## config.mk

```make
export PLATFORM = sky130hd
export DESIGN_NAME = src_control_unit_flat
export DESIGN_NICKNAME = d
export VERILOG_FILES = /design/src/rtl/src_ctrl_pkg.sv /design/src/rtl/src_control_unit_if.sv /design/src/rtl/src_control_unit_op_class_decode.sv /design/src/rtl/src_control_unit.sv /design/src/flat_wrapper.sv
export SDC_FILE = /design/constraint.sdc
export NUM_CORES = 1
export LEC_CHECK = 0
export ABC_CLOCK_PERIOD_IN_PS = 2700
export CAP_MARGIN = 10
export CORE_MARGIN = 10
export CORE_UTILIZATION = 40
export DETAILED_ROUTE_END_ITERATION = 10
export GPL_ROUTABILITY_DRIVEN = 0
export GPL_TIMING_DRIVEN = 0
export PLACE_DENSITY = 0.85
export SLEW_MARGIN = 0
export SYNTH_ARGS = -nofsm -noshare
export SYNTH_HDL_FRONTEND = slang
export SYNTH_SLANG_ARGS = --single-unit
```

## constraint.sdc

```tcl
create_clock -name Clock -period 2.7 [get_ports Clock]
set_input_delay 0.675 -clock Clock [delete_from_list [all_inputs] [get_ports Clock]]
set_output_delay 0.675 -clock Clock [all_outputs]
set_load 0.05 [all_outputs]
```

## src/rtl/src_ctrl_pkg.sv

```systemverilog
// SRC control unit shared definitions: opcodes, FSM states,
// instruction classes and the strobe bundle decoded from state.
package src_ctrl_pkg;

    localparam logic [4:0] OP_LD   = 5'b00000;
    localparam logic [4:0] OP_LDI  = 5'b00001;
    localparam logic [4:0] OP_ST   = 5'b00010;
    localparam logic [4:0] OP_ADD  = 5'b00011;
    localparam logic [4:0] OP_SUB  = 5'b00100;
    localparam logic [4:0] OP_AND  = 5'b00101;
    localparam logic [4:0] OP_OR   = 5'b00110;
    localparam logic [4:0] OP_SHR  = 5'b00111;
    localparam logic [4:0] OP_SHRA = 5'b01000;
    localparam logic [4:0] OP_SHL  = 5'b01001;
    localparam logic [4:0] OP_ROR  = 5'b01010;
    localparam logic [4:0] OP_ROL  = 5'b01011;
    localparam logic [4:0] OP_ADDI = 5'b01100;
    localparam logic [4:0] OP_ANDI = 5'b01101;
    localparam logic [4:0] OP_ORI  = 5'b01110;
    localparam logic [4:0] OP_MUL  = 5'b01111;
    localparam logic [4:0] OP_DIV  = 5'b10000;
    localparam logic [4:0] OP_NEG  = 5'b10001;
    localparam logic [4:0] OP_NOT  = 5'b10010;
    localparam logic [4:0] OP_BR   = 5'b10011;
    localparam logic [4:0] OP_JR   = 5'b10100;
    localparam logic [4:0] OP_JAL  = 5'b10101;
    localparam logic [4:0] OP_IN   = 5'b10110;
    localparam logic [4:0] OP_OUT  = 5'b10111;
    localparam logic [4:0] OP_MFHI = 5'b11000;
    localparam logic [4:0] OP_MFLO = 5'b11001;
    localparam logic [4:0] OP_NOP  = 5'b11010;
    localparam logic [4:0] OP_HALT = 5'b11011;

    typedef enum logic [3:0] {
        RESET_S = 4'd0,
        T0      = 4'd1,
        T1      = 4'd2,
        T2      = 4'd3,
        T3      = 4'd4,
        T4      = 4'd5,
        T5      = 4'd6,
        T6      = 4'd7,
        T7      = 4'd8,
        HALT_S  = 4'd9
    } state_t;

    localparam int NCLS      = 16;
    localparam int CL_LOAD   = 0;
    localparam int CL_LDI    = 1;
    localparam int CL_STORE  = 2;
    localparam int CL_ALU3   = 3;
    localparam int CL_ALUI   = 4;
    localparam int CL_UNARY  = 5;
    localparam int CL_MULDIV = 6;
    localparam int CL_BR     = 7;
    localparam int CL_JR     = 8;
    localparam int CL_JAL    = 9;
    localparam int CL_IN     = 10;
    localparam int CL_OUT    = 11;
    localparam int CL_MFHI   = 12;
    localparam int CL_MFLO   = 13;
    localparam int CL_NOP    = 14;
    localparam int CL_HALT   = 15;

    typedef logic [NCLS-1:0] op_class_t;

    typedef struct packed {
        logic       hi_in;
        logic       lo_in;
        logic       pc_in;
        logic       mdr_in;
        logic       z_in;
        logic       y_in;
        logic       mar_in;
        logic       ir_in;
        logic       con_in;
        logic       outport_in;
        logic       hi_out;
        logic       lo_out;
        logic       zhi_out;
        logic       zlo_out;
        logic       pc_out;
        logic       mdr_out;
        logic       inport_out;
        logic       c_out;
        logic       gra;
        logic       grb;
        logic       grc;
        logic       r_in;
        logic       r_out;
        logic       ba_out;
        logic       read;
        logic       write;
        logic       inc_pc;
        logic [4:0] alu_op;
    } ctrl_t;

    function automatic logic [4:0] alui_op(input logic [4:0] op);
        case (op)
            OP_ANDI: return OP_AND;
            OP_ORI:  return OP_OR;
            default: return OP_ADD;
        endcase
    endfunction

endpackage

```

## src/rtl/src_control_unit_if.sv

```systemverilog
// Control-unit <-> datapath strobe bundle. MEM_WAIT_EN adds the
// MemReady handshake from memory.
interface src_control_unit_if;

    logic        Stop;
    logic [31:0] IR;
    logic        CON;
`ifdef MEM_WAIT_EN
    logic        MemReady;
`endif
    logic        Run;
    logic [4:0]  AluOp;
    logic HIin, LOin, PCin, MDRin, Zin, Yin;
    logic MARin, IRin, CONin, OUTPORTin;
    logic HIout, LOout, ZHIout, ZLOout, PCout;
    logic MDRout, INPORTout, Cout;
    logic Gra, Grb, Grc, Rin, Rout, BAout;
    logic Read, write, IncPC;

    modport master (
        input  Stop, IR, CON,
`ifdef MEM_WAIT_EN
        input  MemReady,
`endif
        output Run, AluOp,
        output HIin, LOin, PCin, MDRin, Zin, Yin,
        output MARin, IRin, CONin, OUTPORTin,
        output HIout, LOout, ZHIout, ZLOout, PCout,
        output MDRout, INPORTout, Cout,
        output Gra, Grb, Grc, Rin, Rout, BAout,
        output Read, write, IncPC
    );

    modport slave (
        output Stop, IR, CON,
`ifdef MEM_WAIT_EN
        output MemReady,
`endif
        input  Run, AluOp,
        input  HIin, LOin, PCin, MDRin, Zin, Yin,
        input  MARin, IRin, CONin, OUTPORTin,
        input  HIout, LOout, ZHIout, ZLOout, PCout,
        input  MDRout, INPORTout, Cout,
        input  Gra, Grb, Grc, Rin, Rout, BAout,
        input  Read, write, IncPC
    );

endinterface

```

## src/rtl/src_control_unit_op_class_decode.sv

```systemverilog
// Opcode to one-hot instruction class; undefined opcodes fold into NOP.
module op_class_decode
    import src_ctrl_pkg::*;
(
    input  logic [4:0] opcode,
    output op_class_t  cls
);

    always_comb begin
        cls = '0;
        unique case (opcode)
            OP_LD:   cls[CL_LOAD]  = 1'b1;
            OP_LDI:  cls[CL_LDI]   = 1'b1;
            OP_ST:   cls[CL_STORE] = 1'b1;
            OP_ADD, OP_SUB, OP_AND, OP_OR, OP_SHR,
            OP_SHRA, OP_SHL, OP_ROR, OP_ROL:
                     cls[CL_ALU3]  = 1'b1;
            OP_ADDI, OP_ANDI, OP_ORI:
                     cls[CL_ALUI]  = 1'b1;
            OP_NEG, OP_NOT:
                     cls[CL_UNARY] = 1'b1;
            OP_MUL, OP_DIV:
                     cls[CL_MULDIV] = 1'b1;
            OP_BR:   cls[CL_BR]    = 1'b1;
            OP_JR:   cls[CL_JR]    = 1'b1;
            OP_JAL:  cls[CL_JAL]   = 1'b1;
            OP_IN:   cls[CL_IN]    = 1'b1;
            OP_OUT:  cls[CL_OUT]   = 1'b1;
            OP_MFHI: cls[CL_MFHI]  = 1'b1;
            OP_MFLO: cls[CL_MFLO]  = 1'b1;
            OP_HALT: cls[CL_HALT]  = 1'b1;
            default: cls[CL_NOP]   = 1'b1;
        endcase
    end

endmodule

```

## src/rtl/src_control_unit.sv

```systemverilog
// Hardwired SRC control FSM: fetch T0-T2, execute T3-T7, Moore strobes.
// MEM_WAIT_EN: memory states stretch until MemReady is sampled high.
module src_control_unit
    import src_ctrl_pkg::*;
#(
    parameter int RESET_HOLD = 1
) (
    input  logic Clock,
    input  logic Reset,
    src_control_unit_if.master ctl
);

    localparam logic [3:0] HOLD_LAST = 4'(RESET_HOLD - 1);

    state_t     state, state_nxt;
    logic [3:0] hold_cnt;
    op_class_t  cls;
    ctrl_t      c;
    logic [4:0] op;
    logic       last, mem, mem_ok;
    logic       unused_ir;

    assign op        = ctl.IR[31:27];
    assign unused_ir = ^ctl.IR[26:0];

`ifdef MEM_WAIT_EN
    assign mem_ok = ctl.MemReady;
`else
    assign mem_ok = 1'b1;
`endif

    op_class_decode u_dec (
        .opcode (op),
        .cls    (cls)
    );

    always_ff @(posedge Clock) begin
        if (Reset) begin
            state    <= RESET_S;
            hold_cnt <= '0;
        end else begin
            state    <= state_nxt;
            hold_cnt <= (state == RESET_S) ? hold_cnt + 4'd1 : 4'd0;
        end
    end

    always_comb begin
        state_nxt = state;
        c         = '0;
        last      = 1'b0;
        mem       = 1'b0;
        unique case (state)
            RESET_S: if (hold_cnt == HOLD_LAST) state_nxt = T0;
            // IncPC turns the ALU add into PC+1
            T0: begin
                c.pc_out = 1'b1; c.mar_in = 1'b1;
                c.inc_pc = 1'b1; c.z_in   = 1'b1;
                c.alu_op = OP_ADD;
                state_nxt = T1;
            end
            T1: begin
                c.zlo_out = 1'b1; c.pc_in  = 1'b1;
                c.read    = 1'b1; c.mdr_in = 1'b1;
                mem       = 1'b1;
                state_nxt = T2;
            end
            T2: begin
                c.mdr_out = 1'b1; c.ir_in = 1'b1;
                if (cls[CL_NOP]) last = 1'b1;
                else             state_nxt = T3;
            end
            T3: begin
                state_nxt = T4;
                unique case (1'b1)
                    cls[CL_LOAD], cls[CL_LDI], cls[CL_STORE]: begin
                        c.grb = 1'b1; c.ba_out = 1'b1; c.y_in = 1'b1;
                    end
                    cls[CL_ALU3], cls[CL_ALUI]: begin
                        c.grb = 1'b1; c.r_out = 1'b1; c.y_in = 1'b1;
                    end
                    cls[CL_UNARY]: begin
                        c.grb = 1'b1; c.r_out = 1'b1;
                        c.z_in = 1'b1; c.alu_op = op;
                    end
                    cls[CL_MULDIV]: begin
                        c.gra = 1'b1; c.r_out = 1'b1; c.y_in = 1'b1;
                    end
                    cls[CL_BR]: begin
                        c.gra = 1'b1; c.r_out = 1'b1; c.con_in = 1'b1;
                    end
                    cls[CL_JR]: begin
                        c.gra = 1'b1; c.r_out = 1'b1; c.pc_in = 1'b1;
                        last = 1'b1;
                    end
                    cls[CL_JAL]: begin
                        c.pc_out = 1'b1; c.grb = 1'b1; c.r_in = 1'b1;
                    end
                    cls[CL_IN]: begin
                        c.inport_out = 1'b1; c.gra = 1'b1; c.r_in = 1'b1;
                        last = 1'b1;
                    end
                    cls[CL_OUT]: begin
                        c.gra = 1'b1; c.r_out = 1'b1; c.outport_in = 1'b1;
                        last = 1'b1;
                    end
                    cls[CL_MFHI]: begin
                        c.hi_out = 1'b1; c.gra = 1'b1; c.r_in = 1'b1;
                        last = 1'b1;
                    end
                    cls[CL_MFLO]: begin
                        c.lo_out = 1'b1; c.gra = 1'b1; c.r_in = 1'b1;
                        last = 1'b1;
                    end
                    cls[CL_HALT]: state_nxt = HALT_S;
                    default:      state_nxt = T0;
                endcase
            end
            T4: begin
                state_nxt = T5;
                unique case (1'b1)
                    cls[CL_LOAD], cls[CL_LDI], cls[CL_STORE]: begin
                        c.c_out = 1'b1; c.z_in = 1'b1; c.alu_op = OP_ADD;
                    end
                    cls[CL_ALU3]: begin
                        c.grc = 1'b1; c.r_out = 1'b1;
                        c.z_in = 1'b1; c.alu_op = op;
                    end
                    cls[CL_ALUI]: begin
                        c.c_out = 1'b1; c.z_in = 1'b1; c.alu_op = alui_op(op);
                    end
                    cls[CL_UNARY]: begin
                        c.zlo_out = 1'b1; c.gra = 1'b1; c.r_in = 1'b1;
                        last = 1'b1;
                    end
                    cls[CL_MULDIV]: begin
                        c.grb = 1'b1; c.r_out = 1'b1;
                        c.z_in = 1'b1; c.alu_op = op;
                    end
                    cls[CL_BR]: begin
                        c.pc_out = 1'b1; c.y_in = 1'b1;
                    end
                    cls[CL_JAL]: begin
                        c.gra = 1'b1; c.r_out = 1'b1; c.pc_in = 1'b1;
                        last = 1'b1;
                    end
                    default: state_nxt = T0;
                endcase
            end
            T5: begin
                state_nxt = T6;
                unique case (1'b1)
                    cls[CL_LOAD], cls[CL_STORE]: begin
                        c.zlo_out = 1'b1; c.mar_in = 1'b1;
                    end
                    cls[CL_LDI], cls[CL_ALU3], cls[CL_ALUI]: begin
                        c.zlo_out = 1'b1; c.gra = 1'b1; c.r_in = 1'b1;
                        last = 1'b1;
                    end
                    cls[CL_MULDIV]: begin
                        c.zlo_out = 1'b1; c.lo_in = 1'b1;
                    end
                    cls[CL_BR]: begin
                        c.c_out = 1'b1; c.z_in = 1'b1; c.alu_op = OP_ADD;
                    end
                    default: state_nxt = T0;
                endcase
            end
            T6: begin
                state_nxt = T7;
                unique case (1'b1)
                    cls[CL_LOAD]: begin
                        c.read = 1'b1; c.mdr_in = 1'b1; mem = 1'b1;
                    end
                    cls[CL_STORE]: begin
                        c.gra = 1'b1; c.r_out = 1'b1; c.mdr_in = 1'b1;
                    end
                    cls[CL_MULDIV]: begin
                        c.zhi_out = 1'b1; c.hi_in = 1'b1; last = 1'b1;
                    end
                    // untaken branch still spends this cycle
                    cls[CL_BR]: begin
                        c.zlo_out = 1'b1; c.pc_in = ctl.CON; last = 1'b1;
                    end
                    default: state_nxt = T0;
                endcase
            end
            T7: begin
                last = 1'b1;
                unique case (1'b1)
                    cls[CL_LOAD]: begin
                        c.mdr_out = 1'b1; c.gra = 1'b1; c.r_in = 1'b1;
                    end
                    cls[CL_STORE]: begin
                        c.write = 1'b1; mem = 1'b1;
                    end
                    default: ;
                endcase
            end
            HALT_S:  state_nxt = HALT_S;
            default: state_nxt = RESET_S;
        endcase
        if (last)           state_nxt = ctl.Stop ? HALT_S : T0;
        if (mem && !mem_ok) state_nxt = state;
    end

    assign ctl.Run       = (state != RESET_S) && (state != HALT_S);
    assign ctl.AluOp     = c.alu_op;
    assign ctl.HIin      = c.hi_in;
    assign ctl.LOin      = c.lo_in;
    assign ctl.PCin      = c.pc_in;
    assign ctl.MDRin     = c.mdr_in;
    assign ctl.Zin       = c.z_in;
    assign ctl.Yin       = c.y_in;
    assign ctl.MARin     = c.mar_in;
    assign ctl.IRin      = c.ir_in;
    assign ctl.CONin     = c.con_in;
    assign ctl.OUTPORTin = c.outport_in;
    assign ctl.HIout     = c.hi_out;
    assign ctl.LOout     = c.lo_out;
    assign ctl.ZHIout    = c.zhi_out;
    assign ctl.ZLOout    = c.zlo_out;
    assign ctl.PCout     = c.pc_out;
    assign ctl.MDRout    = c.mdr_out;
    assign ctl.INPORTout = c.inport_out;
    assign ctl.Cout      = c.c_out;
    assign ctl.Gra       = c.gra;
    assign ctl.Grb       = c.grb;
    assign ctl.Grc       = c.grc;
    assign ctl.Rin       = c.r_in;
    assign ctl.Rout      = c.r_out;
    assign ctl.BAout     = c.ba_out;
    assign ctl.Read      = c.read;
    assign ctl.write     = c.write;
    assign ctl.IncPC     = c.inc_pc;

endmodule

```

## src/flat_wrapper.sv

```systemverilog
// flat-port wrapper written by rule: the top's interface ports become plain ports
module src_control_unit_flat import src_ctrl_pkg::*;
#(
    parameter int RESET_HOLD = 1
)
  (Clock, Reset, ctl_Stop, ctl_IR, ctl_CON, ctl_Run, ctl_AluOp, ctl_HIin, ctl_LOin, ctl_PCin, ctl_MDRin, ctl_Zin, ctl_Yin, ctl_MARin, ctl_IRin, ctl_CONin, ctl_OUTPORTin, ctl_HIout, ctl_LOout, ctl_ZHIout, ctl_ZLOout, ctl_PCout, ctl_MDRout, ctl_INPORTout, ctl_Cout, ctl_Gra, ctl_Grb, ctl_Grc, ctl_Rin, ctl_Rout, ctl_BAout, ctl_Read, ctl_write, ctl_IncPC);
  src_control_unit_if ctl_i ();
  input  logic Clock;
  input  logic Reset;
  input wire logic [$bits(ctl_i.Stop)-1:0] ctl_Stop;
  input wire logic [$bits(ctl_i.IR)-1:0] ctl_IR;
  input wire logic [$bits(ctl_i.CON)-1:0] ctl_CON;
  output wire logic [$bits(ctl_i.Run)-1:0] ctl_Run;
  output wire logic [$bits(ctl_i.AluOp)-1:0] ctl_AluOp;
  output wire logic [$bits(ctl_i.HIin)-1:0] ctl_HIin;
  output wire logic [$bits(ctl_i.LOin)-1:0] ctl_LOin;
  output wire logic [$bits(ctl_i.PCin)-1:0] ctl_PCin;
  output wire logic [$bits(ctl_i.MDRin)-1:0] ctl_MDRin;
  output wire logic [$bits(ctl_i.Zin)-1:0] ctl_Zin;
  output wire logic [$bits(ctl_i.Yin)-1:0] ctl_Yin;
  output wire logic [$bits(ctl_i.MARin)-1:0] ctl_MARin;
  output wire logic [$bits(ctl_i.IRin)-1:0] ctl_IRin;
  output wire logic [$bits(ctl_i.CONin)-1:0] ctl_CONin;
  output wire logic [$bits(ctl_i.OUTPORTin)-1:0] ctl_OUTPORTin;
  output wire logic [$bits(ctl_i.HIout)-1:0] ctl_HIout;
  output wire logic [$bits(ctl_i.LOout)-1:0] ctl_LOout;
  output wire logic [$bits(ctl_i.ZHIout)-1:0] ctl_ZHIout;
  output wire logic [$bits(ctl_i.ZLOout)-1:0] ctl_ZLOout;
  output wire logic [$bits(ctl_i.PCout)-1:0] ctl_PCout;
  output wire logic [$bits(ctl_i.MDRout)-1:0] ctl_MDRout;
  output wire logic [$bits(ctl_i.INPORTout)-1:0] ctl_INPORTout;
  output wire logic [$bits(ctl_i.Cout)-1:0] ctl_Cout;
  output wire logic [$bits(ctl_i.Gra)-1:0] ctl_Gra;
  output wire logic [$bits(ctl_i.Grb)-1:0] ctl_Grb;
  output wire logic [$bits(ctl_i.Grc)-1:0] ctl_Grc;
  output wire logic [$bits(ctl_i.Rin)-1:0] ctl_Rin;
  output wire logic [$bits(ctl_i.Rout)-1:0] ctl_Rout;
  output wire logic [$bits(ctl_i.BAout)-1:0] ctl_BAout;
  output wire logic [$bits(ctl_i.Read)-1:0] ctl_Read;
  output wire logic [$bits(ctl_i.write)-1:0] ctl_write;
  output wire logic [$bits(ctl_i.IncPC)-1:0] ctl_IncPC;
  assign ctl_i.Stop = ctl_Stop;
  assign ctl_i.IR = ctl_IR;
  assign ctl_i.CON = ctl_CON;
  assign ctl_Run = ctl_i.Run;
  assign ctl_AluOp = ctl_i.AluOp;
  assign ctl_HIin = ctl_i.HIin;
  assign ctl_LOin = ctl_i.LOin;
  assign ctl_PCin = ctl_i.PCin;
  assign ctl_MDRin = ctl_i.MDRin;
  assign ctl_Zin = ctl_i.Zin;
  assign ctl_Yin = ctl_i.Yin;
  assign ctl_MARin = ctl_i.MARin;
  assign ctl_IRin = ctl_i.IRin;
  assign ctl_CONin = ctl_i.CONin;
  assign ctl_OUTPORTin = ctl_i.OUTPORTin;
  assign ctl_HIout = ctl_i.HIout;
  assign ctl_LOout = ctl_i.LOout;
  assign ctl_ZHIout = ctl_i.ZHIout;
  assign ctl_ZLOout = ctl_i.ZLOout;
  assign ctl_PCout = ctl_i.PCout;
  assign ctl_MDRout = ctl_i.MDRout;
  assign ctl_INPORTout = ctl_i.INPORTout;
  assign ctl_Cout = ctl_i.Cout;
  assign ctl_Gra = ctl_i.Gra;
  assign ctl_Grb = ctl_i.Grb;
  assign ctl_Grc = ctl_i.Grc;
  assign ctl_Rin = ctl_i.Rin;
  assign ctl_Rout = ctl_i.Rout;
  assign ctl_BAout = ctl_i.BAout;
  assign ctl_Read = ctl_i.Read;
  assign ctl_write = ctl_i.write;
  assign ctl_IncPC = ctl_i.IncPC;
  src_control_unit #(.RESET_HOLD(RESET_HOLD)) u_core (.Clock(Clock), .Reset(Reset), .ctl(ctl_i));
endmodule
```

## Word-level counts from Yosys, hierarchy flattened

Index checks and enable logic that the tools add are counted.

| word-level totals | value |
|---|---|
| bits in registers | 8 |
| input bits | 36 |
| output and inout port bits | 33 |
| logic and storage cells | 153 |

| operators by class | value |
|---|---|
| $add $sub $neg | 1 |
| eq/ne operators | 39 |
| muxes and demuxes | 80 |
| bitwise logic cells | 1 |
| reduce and logical (&&, ||, !) cells | 30 |

Operator list:

| cell | count |
|---|---|
| 5-bit equality test, second input constant | 11 |
| 1-bit 2-to-1 mux | 50 |
| 5-bit by 4-bit equality test with 1-bit output, second input constant | 8 |
| 4-bit case mux with 10 select lines | 1 |
| 7-bit OR reduction | 4 |
| 27-bit OR reduction | 1 |
| 4-bit 2-to-1 mux | 6 |
| 5-bit by 3-bit equality test with 1-bit output, second input constant | 4 |
| 5-bit case mux with 4 select lines | 1 |
| 9-bit OR reduction | 2 |
| 4-bit by 3-bit equality test with 1-bit output, second input constant | 4 |
| 1-bit case mux with 4 select lines | 4 |
| 5-bit case mux with 3 select lines | 1 |
| 1-bit case mux with 2 select lines | 7 |
| 14-bit OR reduction | 1 |
| 2-bit OR reduction | 7 |
| 3-bit OR reduction | 4 |
| 4-bit OR reduction | 3 |
| 5-bit by 2-bit equality test with 1-bit output, second input constant | 2 |
| 4-bit by 2-bit equality test with 1-bit output, second input constant | 2 |
| 4-bit equality test, second input constant | 2 |
| 4-bit zero test | 2 |
| 4-bit case mux with 2 select lines | 1 |
| 3-bit 2-to-1 mux | 2 |
| 19 further kinds | 21 |

## Logic depth before layout (Yosys ltp)

Gate-level depths: netlist of run 1.

| depth | value |
|---|---|
| depth after elaboration | 8 |
| mapped depth | 8 |
| mapped depth without buffers | 6 |

## Cells and area by module

A second synthesis of run 1 with hierarchy kept.

| second synthesis, totals | value |
|---|---|
| cell total of the unflattened synthesis | 200 |
| area, all modules | 1291.2 µm² |

Modules (own cells, without submodules):

| module | instances | cells each | area each (µm²) | sequential area each (µm²) |
|---|---|---|---|---|
| src_control_unit | 1 | 166 | 1084.8 | 160.2 |
| op_class_decode | 1 | 34 | 206.4 | 0.0 |

## Worst setup path after synthesis of run 1

No wires, ideal clock.

| timing path | value |
|---|---|
| path type | input-to-output |
| start point | input port ctl_IR[31] |
| end point | output port ctl_ZHIout |
| arrival | 2.567 ns |
| slack | -0.542 ns |
| cell stages on the path | 5 |
| path buffers | 2 |
| cells stage by stage | buf_2 -> or3b_1 -> o32a_1 -> nor2_1 -> buf_4 |

| between the ends | value |
|---|---|
| longest elaborated chain between the ends | 5 |
| elaborated cells on any way between the ends | 6 |
| classes of those cells | 2 x eq/ne; 3 x mux; 1 x reduce/logical |

Ends and longest elaborated chain:

| element | line | text |
|---|---|---|
| start, declared | flat_wrapper.sv:11 | `input wire logic [$bits(ctl_i.IR)-1:0] ctl_IR;` |
| 5-bit by 4-bit equality test with 1-bit output / 5-bit equality test (equally long branches) | src_control_unit_op_class_decode.sv:11 | `unique case (opcode)` |
| 2-bit OR reduction * | src_control_unit_op_class_decode.sv:11 |  |
| 1-bit 2-to-1 mux * | src_control_unit_op_class_decode.sv:11 |  |
| 1-bit 2-to-1 mux * (2 in a row) | -- |  |
| end, declared | flat_wrapper.sv:27 | `output wire logic [$bits(ctl_i.ZHIout)-1:0] ctl_ZHIout;` |

Mark *: on every way between the ends. The rest lies on a longest branch, timed or not.

## Worst setup path after layout of run 1

| timing path | value |
|---|---|
| start point | input port ctl_IR[28] |
| end point | output port ctl_AluOp[1] |

| between the ends | value |
|---|---|
| longest elaborated chain between the ends | 6 |
| elaborated cells on any way between the ends | 39 |
| classes of those cells | 19 x eq/ne; 13 x mux; 7 x reduce/logical |

Ends and longest elaborated chain:

| element | line | text |
|---|---|---|
| 5-bit by 2-bit equality test with 1-bit output (tied with other cells) | src_control_unit_op_class_decode.sv:11 |  |
| 9-bit OR reduction / 2-bit OR reduction (equally long branches) | src_control_unit_op_class_decode.sv:11 |  |
| 1-bit 2-to-1 mux | src_control_unit_op_class_decode.sv:11 |  |
| 2-bit OR reduction (no line) | -- |  |
| 5-bit case mux with 3 select lines | src_control_unit.sv:120 | `unique case (1'b1)` |
| 5-bit case mux with 4 select lines * | src_control_unit.sv:52 | `unique case (state)` |
| end, declared | flat_wrapper.sv:14 | `output wire logic [$bits(ctl_i.AluOp)-1:0] ctl_AluOp;` |

Marks and branches as above.

==> flow_results.org, run 1 <==
** Setup path
- Worst Path Max Fanout :: 5
- By startpoint and endpoint, the worst setup path is classified as input port to output port.
- Setup slack on the worst flop-to-flop path :: 0.74 ns
- The worst setup path is captured at an output port.
- For the worst setup path, the data required time is 2.03 ns.
- Worst flop-to-flop path endpoint :: u_core.state[2]
- For the worst setup path, the data arrival time is between 2 and 2.5 ns.
- Beginning of the worst register-to-register path :: u_core.state[0]
- Category of the worst setup path launch point :: input port
- Number of cells on the worst reg-to-reg path :: 8

** STA
- Normalized max-slew margin :: ~66%
- The final critical path takes up 101% of the cycle.
- Post-layout minimum cycle time :: between 2 and 3 ns
- Highest clock frequency the design can meet :: 0.367 GHz
- The final number of max-transition violations is 0.
- In the post-route analysis, the smallest setup slack over all paths is -0.0247 ns.
- Layout Skew :: roughly 0.0011 ns
- Setup violations remaining at the end of the flow were counted as 2.
- Slew at the pin closest to its max-slew limit :: just over 0.5 ns
- On the final layout, the worst hold slack is roughly 0.47 ns.
- The number of endpoints with negative hold slack in the final report came to 0.
- Unrepaired setup endpoints after global routing :: true

** Place
- Final HPWL from detailed placement :: 3710 um
- Before CTS, the worst setup slack after placement is -1.48 ns.
- In this run the tool buffered the top-level ports with 39 buffer cells.

** Logic synthesis
- After synthesis, the share of flip-flops with an asynchronous set or reset is 0%.
- In this run, distinct cell masters in the synthesized netlist total 56.
- For this run, the leading register cell type out of synthesis is dfxtp_1.
- Post-synthesis instance area :: 1310 um2
- Synth Net Count :: between 200 and 250
- Most frequent cell after synthesis :: nor2_1
- Area fraction of the dominant cell type after synthesis :: about an eighth
- Synth area leaders :: dfxtp_1, nor2_1, nand2_1
- Syn_area_per_cell :: ~6.7 um2
- Sequential elements use about an eighth of the synthesized area.
- Synthesis produced a netlist whose cell count is between 150 and 200.
- Number of register bits inferred by synthesis :: 8
- Number of enable flip-flop cells after synthesis :: 0
- Synth top cells by count :: nor2_1, nand2_1, nand3_1, a21oi_1
- Synthesis Warnings :: 0
- Of all cell types, the one taking the most synthesized area is dfxtp_1.

** CTS
- Root buf cell :: clkbuf_4
- Clock tree from TritonCTS :: yes
- Number of buffers added to fix hold violations after cts :: 0
- CTS Sinks :: 8
- Clock-pin slew reported for the worst setup and hold paths after clock tree synthesis :: 0.05 ns
- The later pin in the worst-skew pair is clocked with a latency of approximately 0.25 ns.
- TritonCTS buffer count :: 3
- Counting along the longest clock path gives a buffer depth of 2.
- H-Tree Level Count :: 1

** Layout
- Count of nets after finishing :: 289
- Number of inserted filler cells in the final layout :: 263
- The repair_antennas step left the layout with diodes totalling 0.
- Layout overhead on the synthesized area :: 65.6%
- Ratio of cells with drive above 1 in the final layout :: a little under half

** Pwr
- Reported leakage power :: 0.877 nW
- Final Power :: roughly 1.4 mW
- P per Cell Area :: 642 nW/um2
- Maximum ir drop on the vdd rail :: 0.283 mV

** Worst hold path
- Launch point of the worst hold path :: u_core.hold_cnt[0]
- Cell depth of the worst min-delay path :: 1
- Destination of the worst hold path :: u_core.hold_cnt[0]
- The tightest min-delay check is of the register to register type.

** Status
- Outcome :: finished with violations
- The final reports fail on negative setup slack.

** GRT
- The number of antenna violations at the first check in global routing was 0.
- Via count of the first global-routing pass :: between 1,500 and 2,000
- The first global-routing pass estimated around 8100 um of wire.
- Overflow left after global routing :: 0
- Global routing used around 16% of the available tracks across all layers.
- Entering global routing, the biggest net connects 11 pins.

** Drt
- Final Routed Wirelength :: approximately 5200 um
- DRC violation total after the first TritonRoute iteration :: approximately 230
- In the routed design, unresolved DRC markers number 0.
- ANT nets after route :: 0
- Dividing the detail-routed wire length by the instance count gives 17.7 um.
- The first detailed-routing pass ran for 5 iterations.
- Number of vias per cell :: 6.01
- Count of vias placed by the detailed router :: 1,760

** Floorplanning
- Standard-cell row count :: 20
- Floorplan die height :: between 70 and 80 um
- The die covers 5960 um2.
- 69 I/O pins were placed.
- Die width :: slightly below 80 um
- In this run the standard cell core region covers 3100 um2.
- Once the floorplan was initialized, standard cells occupied between 40 and 50% of the core.

** Job
- Across the run, the number of max-cap violations was 0.
## worst max-delay path, stage by stage
cell and delay, ns:
buf_12 0.10, or4b_4 0.52, a21oi_2 0.15, o21ai_2 0.11
o21ai_2 0.13, a221o_2 0.22, buf_8 0.14
## sequential cells by signal, summed over array words and instances (netlist names)
signal and cells:
u_core.state 4, u_core.hold_cnt 4
## routing by layer
| metal | GRT usage, % | part of all wire, % |
|---|---|---|
| met1 | 20.3 | 42 |
| met5 | 0 | 0 |
| met4 | 2.37 | 1.9 |
| met3 | 3.03 | 8.1 |
| met2 | 27.0 | 48 |
## cell families (layout without fill, tap and decap cells)
logic type               Yosys count  after routing  synth area share [%]
adder cells (fa/ha/maj)            2              2                  1.91
AND/OR/NAND/NOR                  107            107                  45.5
XOR/XNOR                           3              3                  2.58
buffers and inverters             24             77                  8.90
multiplexers                       1              1                 0.766
AO/OA/AOI/OAI                     51             51                  28.1
flip-flops                         8              8                  12.2
## layout make-up
class / instances / area, um2 / area share, %
clock buffers: 3 / 22.5 / 1.04
multi-input cells: 164 / 1290 / 59.6
plain buffers: 15 / 130 / 6.01
well taps: 44 / 55.1 / 2.54
flip-flops and latches: 8 / 160 / 7.39
repair buffers: 52 / 480 / 22.2
inverters: 7 / 26.3 / 1.21
## cells in the final DEF, fill, tap and decap left out, types with 3 or more instances in the layout
master,netlist,routed
buf_2,9,13
a211oi_1,4,3
nand3_2,0,3
o21ai_2,0,4
a31oi_1,4,4
buf_6,1,6
nand2_2,1,4
and3_1,4,4
clkdlybuf4s50_1,0,3
clkbuf_4,0,4
inv_1,7,7
nand3b_1,5,5
dfxtp_1,8,8
buf_4,2,21
buf_8,0,7
a21oi_1,10,9
nand2_1,20,15
or3_4,1,3
nand2b_1,5,5
nor3_1,9,5
clkdlybuf4s15_2,0,10
nor2_4,0,4
nor2b_1,4,3
nor3_2,0,3
nor2_1,25,14
nor2_2,0,7
o21ai_0,8,6
nand3_1,12,9
## metrics by stage
stage	TNS (ns)	instances	instance area, um2	util (%)
2_1_floorplan	-0.518	196	1420	-
3_3_place_gp	-31.11	279	1860	60.0
3_5_place_dp	-32.25	279	1860	60.0
4_1_cts	-0.0552	291	2100	67.5
5_1_grt	-0.377	293	2170	69.8
6_report	-0.0479	293	2170	69.8
## report_power, final
| group | internal [mW] | switching, mW |
|---|---|---|
| Clock | 0.0507 | 0.0388 |
| Combinational | 0.396 | 0.713 |
| Sequential | 0.151 | 0.0414 |
| Total | 0.598 | 0.793 |
## worst max-delay path by stage
stage | start | end | slack (ns) | cells after the start
2_1_floorplan | ctl_IR[28] | ctl_BAout | -0.28 | 5
3_3_place_gp | ctl_IR[31] | ctl_PCin | -1.43 | 9
3_5_place_dp | ctl_IR[31] | ctl_PCin | -1.48 | 9
4_1_cts | ctl_IR[31] | ctl_Grb | -0.05 | 6
5_1_grt | ctl_IR[28] | ctl_AluOp[1] | -0.07 | 7
6_report | ctl_IR[28] | ctl_AluOp[1] | -0.02 | 7
## timing repair
| item | in CTS | in global routing |
|---|---|---|
| cloned | 1 | 0 |
| setup endpoints to repair | 32 | 22 |
| setup buffers | 10 | 2 |
| resized for setup | 202 | 26 |
| pin swaps | 15 | 8 |
No activity file was read; power rests on OpenSTA's default activity.
==> run 2, diff against run 1 <==
Settings changed: SLEW_MARGIN 0 to not set.
==> results of run 2 <==
Same layout as run 1: the final DEF is identical, and so are final timing and power.
==> run 3, diff against run 2 <==
Settings changed: CORE_MARGIN 10 to not set, SKIP_LAST_GASP set to 1.
==> run 3 against run 2 <==
  * The flow still finishes with violations (negative setup slack)
  * Design area is 0.69% lower
  * Count of clock-buffer cells in the layout stayed put
  * Hold slack hardly changed
  * Sequential share of layout area is 0.052 points higher
  * Sequential power hardly changed
  * First-iteration DRC count is 32% lower
  * Global-route usage is 13 points higher
  * Via count is 2.6% higher
  * Critical path type unchanged
  * Highest routed layer unchanged
==> flow_results.org, run 3 (synthesis gave the netlist of run 1 again) <==
** Status
- Outcome :: finished with violations
- The final reports fail on negative setup slack.

** CTS
- Buffers inserted during clock tree synthesis total 3.
- TritonCTS built the clock tree.
- CTS built an H-tree with a depth of 1.
- The tree is rooted in a clkbuf_4.
- The longest clock path from root to sink contains 2 buffers.
- For this design, the CTS-stage hold fixing added 0 buffers.
- Clock tree synthesis found a total of 8 sinks.
- The clock reaches the later pin of the worst-skew pair after between 0.2 and 0.3 ns.
- Clock-pin slew was measured on the worst setup and hold paths at ~0.050 ns.

** GRT
- The number of antenna violations at the first check in global routing is 0.
- Largest net degree at the start of global routing :: 11
- In the global route stage, overall resource usage came out at about 29%.
- The via count of the first global-routing pass is about 1,700.
- Overflow left after global routing :: 0
- Wire length of the first global-routing pass :: between 7000 and 8000 um

** STA
- Post-layout minimum cycle time :: ~2.7 ns
- In the post-route analysis, the smallest setup slack over all paths is -0.0240 ns.
- Unrepaired setup endpoints after global routing :: true
- For the final routed database, the setup TNS stands at -0.0424 ns.
- The final number of max-transition violations was 0.
- Hold Violations, Final :: 0
- The worst pin sits at a relative slew slack of approximately 66%.
- Fin crit share :: 101%
- Highest clock frequency the design can meet :: approximately 0.37 GHz
- Layout Skew :: between 0.001 and 0.0015 ns
- Setup violations remaining at the end of the flow were counted as 3.
- Worst Hold Slack :: between 0.4 and 0.5 ns
- Slew at the pin closest to its max-slew limit :: roughly 0.51 ns

** Setup path
- Number of cells on the worst reg-to-reg path :: 9
- Logic depth of the worst setup path including buffers :: 7
- STA classifies the critical path startpoint as an input port.
- Ordered cell list for the critical path :: buf_6 > buf_6 > or3b_4 > or3_4 > nand2_2 > a221o_2 > buf_8
- For this run, the slowest stage of the critical path takes 0.44 ns.
- Worst Path Max Fanout :: 5
- Worst setup path category :: input port to output port
- Together, buffers and inverters on the worst path number 3.
- STA classifies the critical path endpoint as an output port.
- Most repeated library cell on the critical path :: buf_6
- STA puts the critical path data required time at a little over 2 ns.
- Critical Path Slowest Stage Cell :: or3_4
- CP top delay family :: simple AND/OR/NAND/NOR gates
- For the worst setup path, the data arrival time is 2.05 ns.

** Layout
- Layout overhead on the synthesized area :: 64.5%
- Registers with the most flip-flops :: u_core.hold_cnt (4), u_core.state (4)
- The finished cells cover roughly 2200 um2.
- Ratio of cells with drive above 1 in the final layout :: 46.8%
- Commonest cells after routing, fill and taps aside :: buf_4, nand2_1, nor2_1, buf_2, buf_6
- The final layout contains 290 nets.
- Cells fill a little over two thirds of the core in the end.
- Ant diodes :: 0
- Post-Layout Cell Count :: between 200 and 300
- Leaving out fill and tap cells, the most frequent cell in the layout is buf_4.

** Place
- Setup Slack @ Placement :: -1.46 ns
- Number of port buffers :: 39
- Detailed placement ended at an HPWL of about 3300 um.
- Post-Place Cells :: ~280
- The placed instances occupy a cell area of between 1500 and 2000 um2.

** Drt
- DRC violation total after the first TritonRoute iteration :: ~160
- Detailed-routing iteration count for the pre-antenna-repair pass :: 6
- Summed over all layers, the routed wires come to between 5000 and 6000 um.
- The routed layout has roughly 1,800 vias.
- Mean routed wirelength per cell :: about 17 um
- Final routed DRC violation total :: 0
- Number of vias per cell :: between 6 and 7
- Once detail routing completed, the nets flagged for antenna violations numbered 0.

** Floorplanning
- The initial utilization of the core area, before any placement, comes to between 40% and 50%.
- Core region area :: approximately 3000 um2
- For this design the top-level I/O count stands at 69.
- The floorplan has 20 rows.
- The die is 59.2 um wide.
- Total Die Area :: ~3500 um2
- The die is 59.2 um tall.

** Pwr
- P per Cell Area :: approximately 640 nW/um2
- Summing internal, switching and leakage power gives about 1.4 mW.
- Reported leakage power :: 0.884 nW
- Maximum ir drop on the vdd rail :: 0.261 mV

** Job
- Max-cap violations in this run came to 0.

** Worst hold path
- Cell depth of the worst min-delay path :: 1
- In this run the worst hold path is classified as register to register.
## run 3: cell types whose count changed in the layout (fill, tap and decap cells not counted), moves of 2 or more
| cell | change |
|---|---|
| buf_2 | -2 |
| buf_6 | +4 |
| buf_4 | +2 |
| clkdlybuf4s15_1 | +2 |
| clkdlybuf4s15_2 | -3 |
| buf_8 | -3 |
## run 3: report_power, final
group,internal [mW],leakage [nW],total [mW],switching [mW]
clock network,0.0509,0.0138,0.0924,0.0415
registers,0.150,0.0653,0.189,0.0385
logic,0.377,0.805,1.10,0.723
## run 3: final cells by class
class / instances / area (um2)
Multi-Input combinational cell: 164 / 1280
Timing Repair Buffer: 53 / 477
Inverter: 7 / 26.3
Tap cell: 44 / 55.1
Buffer: 15 / 130
Fill cell: 236 / 927
Clock buffer: 3 / 22.5
Sequential cell: 8 / 160
## run 3: worst register-to-register path: stages, from the launching register on
cell and delay, ns:
dfxtp_1 0.37, buf_4 0.21, nor4b_4 0.06, buf_4 0.17, buf_4 0.14, and2_1 0.19
a221oi_4 0.28, buf_4 0.16, nand2_2 0.08, a311oi_2 0.24
## run 3: final timing paths
check	from	to	slack, ns
max	ctl_IR[31]	ctl_AluOp[0]	-0.02
min	u_core.hold_cnt[0]	u_core.hold_cnt[0]	0.47
max reg2reg	u_core.state[0]	u_core.state[2]	0.71
min reg2reg	u_core.hold_cnt[0]	u_core.hold_cnt[0]	0.47
## run 3: per-layer routing
layer  up-vias  part of all wire [%]  track usage (%)
li1        829                     -                -
met1       814                    40             37.3
met2       147                    48             48.9
met3        16                    10             4.80
met4         0                   2.1             9.18
met5         -                     0                0
## run 3: what timing repair did
action / in CTS / in global routing
gates resized for setup: 196 / 29
setup buffers: 11 / 3
pin swaps: 13 / 7
hold endpoints to repair: 0 / 0
endpoints found under the setup margin: 32 / 28
